**src/rtl/wb_data_cache_stage_pkg.sv**
```systemverilog
// Shared definitions for the write-back data cache stage: load codes, FSM states
// and default cache geometry.
package wb_pkg;

  localparam logic [2:0] LB  = 3'd0;
  localparam logic [2:0] LH  = 3'd1;
  localparam logic [2:0] LW  = 3'd2;
  localparam logic [2:0] LBU = 3'd3;
  localparam logic [2:0] LHU = 3'd4;

  typedef enum logic [1:0] {
    IDLE,
    WB,
    REFILL
  } state_e;

  localparam int unsigned DEF_LINE_ADDR_LEN = 3;
  localparam int unsigned DEF_SET_ADDR_LEN  = 4;
  localparam int unsigned DEF_MEM_ADDR_LEN  = 16;
  localparam int unsigned DEF_TAG_LEN       = DEF_MEM_ADDR_LEN - DEF_SET_ADDR_LEN - DEF_LINE_ADDR_LEN;
  localparam int unsigned DEF_WORDS         = 1 << DEF_LINE_ADDR_LEN;
  localparam int unsigned DEF_SETS          = 1 << DEF_SET_ADDR_LEN;

endpackage

```
**src/rtl/wb_data_cache_stage_load_extend.sv**
```systemverilog
// Load data extension: picks the addressed byte/half of a word and sign/zero fills it.
module load_extend
  import wb_pkg::*;
#(
  parameter int unsigned XLEN = 32
) (
  input  logic [2:0]      load_type,
  input  logic [1:0]      offset,
  input  logic [XLEN-1:0] data_in,
  output logic [XLEN-1:0] data_out
);

  logic [7:0]  byte_v;
  logic [15:0] half_v;

  always_comb begin
    byte_v   = data_in[{offset, 3'b000} +: 8];
    half_v   = data_in[{offset[1], 4'b0000} +: 16];
    data_out = data_in;
    case (load_type)
      LB:      data_out = {{(XLEN-8){byte_v[7]}}, byte_v};
      LBU:     data_out = {{(XLEN-8){1'b0}}, byte_v};
      LH:      data_out = {{(XLEN-16){half_v[15]}}, half_v};
      LHU:     data_out = {{(XLEN-16){1'b0}}, half_v};
      default: data_out = data_in;
    endcase
  end

endmodule

```
**src/rtl/wb_data_cache_stage.sv**
```systemverilog
// MEM/WB stage with a direct-mapped write-back data cache and word-serial memory port.
// Define WB_CACHE_STATS_EN to implement the hit/access counters (tied to 0 otherwise).
module wb_data_cache_stage
  import wb_pkg::*;
#(
  parameter int unsigned XLEN          = 32,
  parameter int unsigned LINE_ADDR_LEN = DEF_LINE_ADDR_LEN,
  parameter int unsigned SET_ADDR_LEN  = DEF_SET_ADDR_LEN,
  parameter int unsigned MEM_ADDR_LEN  = DEF_MEM_ADDR_LEN
) (
  input  logic                    clk,
  input  logic                    rst,
  input  logic                    bubbleW,
  input  logic                    flushW,
  input  logic                    wb_select,
  input  logic [2:0]              load_type,
  input  logic [XLEN/8-1:0]       write_en,
  input  logic [XLEN-1:0]         addr,
  input  logic [XLEN-1:0]         in_data,
  output logic [XLEN-1:0]         data_WB,
  output logic                    miss,
  output logic                    mem_req,
  output logic                    mem_we,
  output logic [MEM_ADDR_LEN-1:0] mem_addr,
  output logic [XLEN-1:0]         mem_wdata,
  input  logic                    mem_ack,
  input  logic [XLEN-1:0]         mem_rdata,
  output logic [31:0]             hit_count,
  output logic [31:0]             access_count
);

  localparam int unsigned LANES   = XLEN / 8;
  localparam int unsigned TAG_LEN = MEM_ADDR_LEN - SET_ADDR_LEN - LINE_ADDR_LEN;
  localparam int unsigned WORDS   = 1 << LINE_ADDR_LEN;
  localparam int unsigned SETS    = 1 << SET_ADDR_LEN;

  logic [LINE_ADDR_LEN-1:0] word_idx;
  logic [SET_ADDR_LEN-1:0]  set_idx;
  logic [TAG_LEN-1:0]       tag;
  logic                     unused_addr_hi;

  assign word_idx       = addr[2 +: LINE_ADDR_LEN];
  assign set_idx        = addr[LINE_ADDR_LEN+2 +: SET_ADDR_LEN];
  assign tag            = addr[SET_ADDR_LEN+LINE_ADDR_LEN+2 +: TAG_LEN];
  assign unused_addr_hi = ^addr[XLEN-1:MEM_ADDR_LEN+2];

  state_e                   state_q;
  logic [LINE_ADDR_LEN-1:0] cnt_q;
  logic [SETS-1:0]          valid_q;
  logic [SETS-1:0]          dirty_q;
  logic [TAG_LEN-1:0]       tag_q [SETS];
  logic                     mem_req_q;
  logic                     mem_we_q;
  logic [XLEN-1:0]          data_q [SETS][WORDS];
  logic [XLEN-1:0]          rdata_q;

  logic            req;
  logic            hit;
  logic            access_hit;
  logic            store_hit;
  logic            refill_wr;
  logic            last;
  logic [LANES-1:0] st_mask;
  logic [XLEN-1:0]  st_data;

  assign req        = (wb_select | (|write_en)) & ~flushW;
  assign hit        = valid_q[set_idx] && (tag_q[set_idx] == tag);
  assign miss       = req && ((state_q != IDLE) || !hit);
  assign access_hit = req && (state_q == IDLE) && hit;
  assign store_hit  = access_hit && (|write_en);
  assign refill_wr  = (state_q == REFILL) && mem_ack;
  assign last       = (cnt_q == '1);
  assign st_mask    = write_en << addr[1:0];
  assign st_data    = in_data << {addr[1:0], 3'b000};

  assign mem_req   = mem_req_q;
  assign mem_we    = mem_we_q;
  assign mem_addr  = {((state_q == WB) ? tag_q[set_idx] : tag), set_idx, cnt_q};
  assign mem_wdata = data_q[set_idx][cnt_q];

  always_ff @(posedge clk or posedge rst) begin
    if (rst) begin
      state_q   <= IDLE;
      cnt_q     <= '0;
      valid_q   <= '0;
      dirty_q   <= '0;
      mem_req_q <= 1'b0;
      mem_we_q  <= 1'b0;
      for (int unsigned s = 0; s < SETS; s++) tag_q[s] <= '0;
    end else begin
      case (state_q)
        IDLE: begin
          if (store_hit) dirty_q[set_idx] <= 1'b1;
          if (miss) begin
            cnt_q     <= '0;
            mem_req_q <= 1'b1;
            if (valid_q[set_idx] && dirty_q[set_idx]) begin
              state_q  <= WB;
              mem_we_q <= 1'b1;
            end else begin
              state_q  <= REFILL;
              mem_we_q <= 1'b0;
            end
          end
        end
        WB: begin
          if (mem_ack) begin
            cnt_q <= cnt_q + 1'b1;
            if (last) begin
              state_q  <= REFILL;
              cnt_q    <= '0;
              mem_we_q <= 1'b0;
            end
          end
        end
        REFILL: begin
          if (mem_ack) begin
            cnt_q <= cnt_q + 1'b1;
            if (last) begin
              state_q          <= IDLE;
              cnt_q            <= '0;
              mem_req_q        <= 1'b0;
              valid_q[set_idx] <= 1'b1;
              dirty_q[set_idx] <= 1'b0;
              tag_q[set_idx]   <= tag;
            end
          end
        end
        default: state_q <= IDLE;
      endcase
    end
  end

  // Data array has no reset; the read port is sampled every cycle and only
  // consumed when the registered wb_select says so.
  always_ff @(posedge clk) begin
    rdata_q <= data_q[set_idx][word_idx];
    if (refill_wr) begin
      data_q[set_idx][cnt_q] <= mem_rdata;
    end else if (store_hit) begin
      for (int unsigned b = 0; b < LANES; b++)
        if (st_mask[b]) data_q[set_idx][word_idx][8*b +: 8] <= st_data[8*b +: 8];
    end
  end

  logic            bubble_ff_q;
  logic            flush_ff_q;
  logic            wb_select_q;
  logic [XLEN-1:0] addr_q;
  logic [2:0]      load_type_q;
  logic [XLEN-1:0] data_wb_q;
  logic [XLEN-1:0] ext_data;

  always_ff @(posedge clk or posedge rst) begin
    if (rst) begin
      bubble_ff_q <= 1'b0;
      flush_ff_q  <= 1'b0;
      wb_select_q <= 1'b0;
      addr_q      <= '0;
      load_type_q <= '0;
      data_wb_q   <= '0;
    end else begin
      bubble_ff_q <= bubbleW;
      flush_ff_q  <= flushW;
      wb_select_q <= wb_select;
      addr_q      <= addr;
      load_type_q <= load_type;
      data_wb_q   <= data_WB;
    end
  end

  load_extend #(.XLEN(XLEN)) u_load_extend (
    .load_type (load_type_q),
    .offset    (addr_q[1:0]),
    .data_in   (rdata_q),
    .data_out  (ext_data)
  );

  assign data_WB = bubble_ff_q ? data_wb_q :
                   flush_ff_q  ? '0 :
                   wb_select_q ? ext_data : addr_q;

`ifdef WB_CACHE_STATS_EN
  logic [31:0] hit_q;
  logic [31:0] acc_q;
  logic        missed_q;

  // An access that missed is counted once, on the cycle it finally hits.
  always_ff @(posedge clk or posedge rst) begin
    if (rst) begin
      hit_q    <= '0;
      acc_q    <= '0;
      missed_q <= 1'b0;
    end else begin
      if ((state_q == IDLE) && miss) missed_q <= 1'b1;
      if (access_hit) begin
        missed_q <= 1'b0;
        if (acc_q != '1) acc_q <= acc_q + 32'd1;
        if (!missed_q && (hit_q != '1)) hit_q <= hit_q + 32'd1;
      end
    end
  end

  assign hit_count    = hit_q;
  assign access_count = acc_q;
`else
  assign hit_count    = '0;
  assign access_count = '0;
`endif

endmodule

```
**config.mk**
```make
export PLATFORM = sky130hd
export DESIGN_NAME = wb_data_cache_stage
export DESIGN_NICKNAME = d
export VERILOG_FILES = /design/src/rtl/wb_data_cache_stage_pkg.sv /design/src/rtl/wb_data_cache_stage_load_extend.sv /design/src/rtl/wb_data_cache_stage.sv
export SDC_FILE = /design/constraint.sdc
export NUM_CORES = 2
export LEC_CHECK = 0
export ABC_AREA = 1
export CAP_MARGIN = 10
export CORE_MARGIN = 2
export CORE_UTILIZATION = 30
export DETAILED_ROUTE_END_ITERATION = 8
export PLACE_DENSITY = 0.52
export SYNTH_ARGS = -nofsm -noshare
export SYNTH_HDL_FRONTEND = slang
export SYNTH_HIERARCHICAL = 1
export SYNTH_SLANG_ARGS = --single-unit
```
**constraint.sdc**
```tcl
create_clock -name clk -period 11.05 [get_ports clk]
set_clock_uncertainty 0.1 [all_clocks]
set_input_delay 1.6575 -clock clk [delete_from_list [all_inputs] [get_ports clk]]
set_output_delay 1.6575 -clock clk [all_outputs]
set_load 0.01 [all_outputs]
```
# == After elaboration in Yosys (flattened, before gate mapping) ==
# Memory sizes are Yosys's and may differ from the RTL's.
# Index checks and enable logic that the tools add are counted.
# word_totals
ramBits,4096
mem_count,1
register_bits,285
output_inout_bits,147
inputBits,109
# mem_list
memory,depth,width,rd,rd_ports_with_merged_regs,write_ports,line_no,source
data_q,16,256,1,0,1,wb_data_cache_stage.sv:54,logic [XLEN-1:0] data_q [SETS][WORDS];
# op_classes
n_bitwise,1034
n_reduce_logical,27
n_mux,1097
magnitude_cmp,8
n_eq_ne,14
addsub,1
n_shift,4
# ops
cell,n
$mux W256,5
$mux W1,1045
$or A1 B1 Y1,1025
$demux W32 S3,5
$mux W32,9
$bmux W32 S3,2
$bwmux W144,1
$pmux W32 S4,1
$mux W16,4
$bmux W9 S4,1
$demux W9 S4,1
$mux W9,4
$or A16 B16 Y16,2
$pmux W16 S2,1
$shiftx A32 B6 Y16,1
$shiftx A32 B6 Y8,1
$shl A32 B5 Y32,1
$mux W24,1
$and A16 B16 Y16,1
$not A16 Y16,1
$mux W2,6
$ne A2 B2 Y1 const B,6
$reduce_and A4 Y1,3
$logic_and A1 B1 Y1,11
other kinds (35),47

# == Logic depth before layout (Yosys ltp) ==
# logic_depth
word_depth,15
depth_mapped,21
ltp_nobuf,19

# == Hierarchy ==
# The synthesis kept the hierarchy.
# by_module_without_submodules
mod,seq_area_each_um2,n_inst,cells_each,area_each_um2
wb_data_cache_stage,129969.7,1,11964,170965.2
load_extend,0.0,1,219,989.7

# == Worst setup path after synthesis ==
# No wires, ideal clock.
# synth_timing
kind,input to output
start,input port addr[5]
end,output port mem_wdata[14]
stages,12
path_slack_ps,5623
t_arrival_ps,3670
required_time_ps,9293
path_cell_list,buf_4 buf_4 nor2_2 clkbuf_1 clkbuf_1 clkbuf_1 a22oi_1 nand2_1 nand2_1 nand4_1 nor2_1 o2111ai_1
# synth_via
elab_chain_cells,4
# synth_lines
item,line_no,source
from (decl),wb_data_cache_stage.sv:18,"input logic [XLEN-1:0] addr,"
$mem_v2 Z16 W256,-,
$bmux W32 S3,wb_data_cache_stage.sv:79,assign mem_wdata = data_q[set_idx][cnt_q];
$mux W32 (implied by the code) (2 in series),wb_data_cache_stage.sv:79,
to (decl),wb_data_cache_stage.sv:25,"output logic [XLEN-1:0] mem_wdata,"
# Every way passes these cells. The select of a mux whose other input is x is not followed.

# == Final worst setup path ==
# layout_timing
start,input port addr[6]
end,output port mem_wdata[20]
# The elaborated chain is that of the path after synthesis.

==> results.toml <==
[run_status]
status = "finished with violations"
failed_checks = "max-capacitance violations"

[worst_setup_path]
worstPathRequired_ns = 9.29
worst_setup_path_start_kind = "primary input"
path_max_fanout = 35
critPathKind = "primary input to output port"
crit_path_end_kind = "output port"
arrival_ns = 7.11

[cells_and_area]
nets = 12416
post-route-cell-area_mm2 = 0.198
fin_cells = 20291
mostFrequentLayoutCells = "4096 x edfxtp_1, 2066 x a22oi_1, 1781 x nand2_1"
syn2layout_area_growth_pct = 15.3
final_common_cell = "edfxtp_1"
utilization_pct = 34.7
drive_above_1_share_pct = 10.2

[grt]
gr-usage-met3_pct = 4.75
busiest_layer = "met2"
grt_pass1_vias = 105763
grt_pass1_wl_um = 839000
grt_use_met1_pct = 27.8
antenna_found_initial = 71
grt.total_usage_pct = 20.0
use_met2_pct = 30.4
grt_max_degree = 144
grt_overflow = 0

[timing]
layout_setup_ws_ns = 2.19
min_period_ns = 8.86
setup_viol = 0
slew_viol_final = 0
finalHoldViolations = 0
rsz0062_at_grt = "no"
fin_tns_setup_ns = 0
slew_headroom_pct = 0.704
min_period_over_period_pct = 80.2
fin_hold_ws_ns = 0.355
tightestPinTransition_ns = 1.48
max_freq_ghz = 0.113

[die]
dieArea_mm2 = 0.579
ioPinCount = 256
die_h_um = 761
die_w_um = 761
core_mm2 = 0.572
initial_utilization_pct = 30.1
std_cell_rows = 278

[yosys]
ys_types = 48
syn_inst = 12183
yosys_warnings = 6
syn_area_mm2 = 0.172
async_flop_share_pct = 5.77
synth-seq-cells = 4381
synth_edf_count = 4096
ys.flop_type = "edfxtp_1"
synth_area_per_cell_um2 = 14.1
ys_seq_area_share_pct = 75.6

[placed_design]
dp_hpwl_um = 372000
placement.io_buffers = 191
place_area_mm2 = 0.183
place_congestion = 0.855
post-place-ws_ns = 2.36
post-place-cells = 19376

[clocking]
cts_hold_buf = 0
cts_tree = "built"
clk_pin_slew_ns = 0.06
cts_max_level = 5
cts_inserted_buffers = 455
cts_setup_buffers = 0
clockBufferDepth = 4
cts_sinks = 4381
cts_root_buf = "clkbuf_16"
clkLatencyLatePin_ns = 1.07
ctsResizeCount = 0

[power]
powerDensity_mw_per_mm2 = 189
p_leak_nw = 63.8
vdd_drop_max_uv = 137
power_mw = 37.4

[routing]
firstDrtPassIters = 6
detail-route-antenna-nets = 0
avgRoutedWirePerCell_um = 29.9
drt_iter0_markers = 15050
post-route-drc-count = 0
vias_per_cell = 5.55
drt_wl_total_um = 606000
vias = 112610

[job]
maxCapViolCount = 1

[hold_path]
hp-class = "register to register"
-- cell usage after synthesis (101+ instances only) --
master / instances / area (µm²)
dfrtp_1: 253 / 6330
a22oi_1: 2066 / 15500
nor4_1: 164 / 1030
clkbuf_1: 689 / 2590
a21oi_1: 1331 / 6660
o21ai_1: 252 / 1260
edfxtp_1: 4096 / 123000
buf_1: 120 / 450
nand3_1: 155 / 776
o21ai_0: 286 / 1430
nor2_1: 205 / 769
nand2_1: 1792 / 6730
buf_2: 117 / 586
inv_1: 101 / 379
nand4_1: 124 / 776
-- final cells by class --
| cell class | instances | area (µm²) |
|---|---|---|
| tap | 7560 | 9460 |
| clock inverter | 275 | 2570 |
| clock buffer | 575 | 12100 |
| antenna | 36 | 90.1 |
| fill | 54851 | 374000 |
| multi-input combinational | 6726 | 37800 |
| sequential | 4381 | 130000 |
| timing repair buffer | 627 | 5790 |
| inverter | 111 | 497 |
-- where the power goes --
part           internal (mW)  switching, mW  leakage [nW]  total (mW)
Clock                   8.65           6.62          7.15        15.3
Combinational          0.874           2.85          16.3        3.73
Sequential              18.3          0.136          40.4        18.4
Total                   27.8           9.61          63.8        37.4
-- worst max-delay path: stages --
cell and delay [ns]:
buf_2 0.10, buf_4 0.24, inv_2 0.56, nor2_4 0.37
buf_4 0.32, buf_4 0.25, buf_4 0.28, a22oi_1 0.20
a21oi_1 0.09, nor4_1 0.61, buf_4 0.23, nand2_1 0.05
o211ai_1 0.12, nand4_1 1.07, clkdlybuf4s50_1 0.82
-- sequential cells by signal (all words and copies together) (netlist names), named ones only --
register,count
data_q,4096
data_wb_q,32
wb_select_q,1
state_q,2
rdata_q,32
mem_we,1
bubble_ff_q,1
tag_q,144
mem_req,1
cnt_q,3
addr_q,32
valid_q,16
load_type_q,3
flush_ff_q,1
-- routing by layer --
metal / vias up / wire [µm]
met1: 58058 / 250000
li1: 47578 / -
met5: - / 237
met2: 5891 / 270000
met3: 1045 / 60700
met4: 38 / 25300
-- cells by family after synthesis --
family,count (synthesis),synth area share [%]
AND/OR/NAND/NOR,2569,6.46
adder cells (fa/ha/maj),5,0.0364
flip-flops,4381,75.6
other,1,0.00218
AO/OA/AOI/OAI,4088,15.1
buffers and inverters,1139,2.83
-- path summary, 6_finish.rpt --
kind,cells past startpoint,to,startpoint,slack (ns)
min in group asynchronous,2,data_wb_q[16],rst,1.14
setup / recovery,15,mem_wdata[20],addr[6],2.19
max in group asynchronous,3,cnt_q[0],rst,8.11
setup reg to reg,11,data_q[1][234],state_q[0],5.65
hold reg to reg,2,valid_q[3],valid_q[3],0.36
hold / removal,2,valid_q[3],valid_q[3],0.36
No activity file was read; power rests on OpenSTA's default activity.
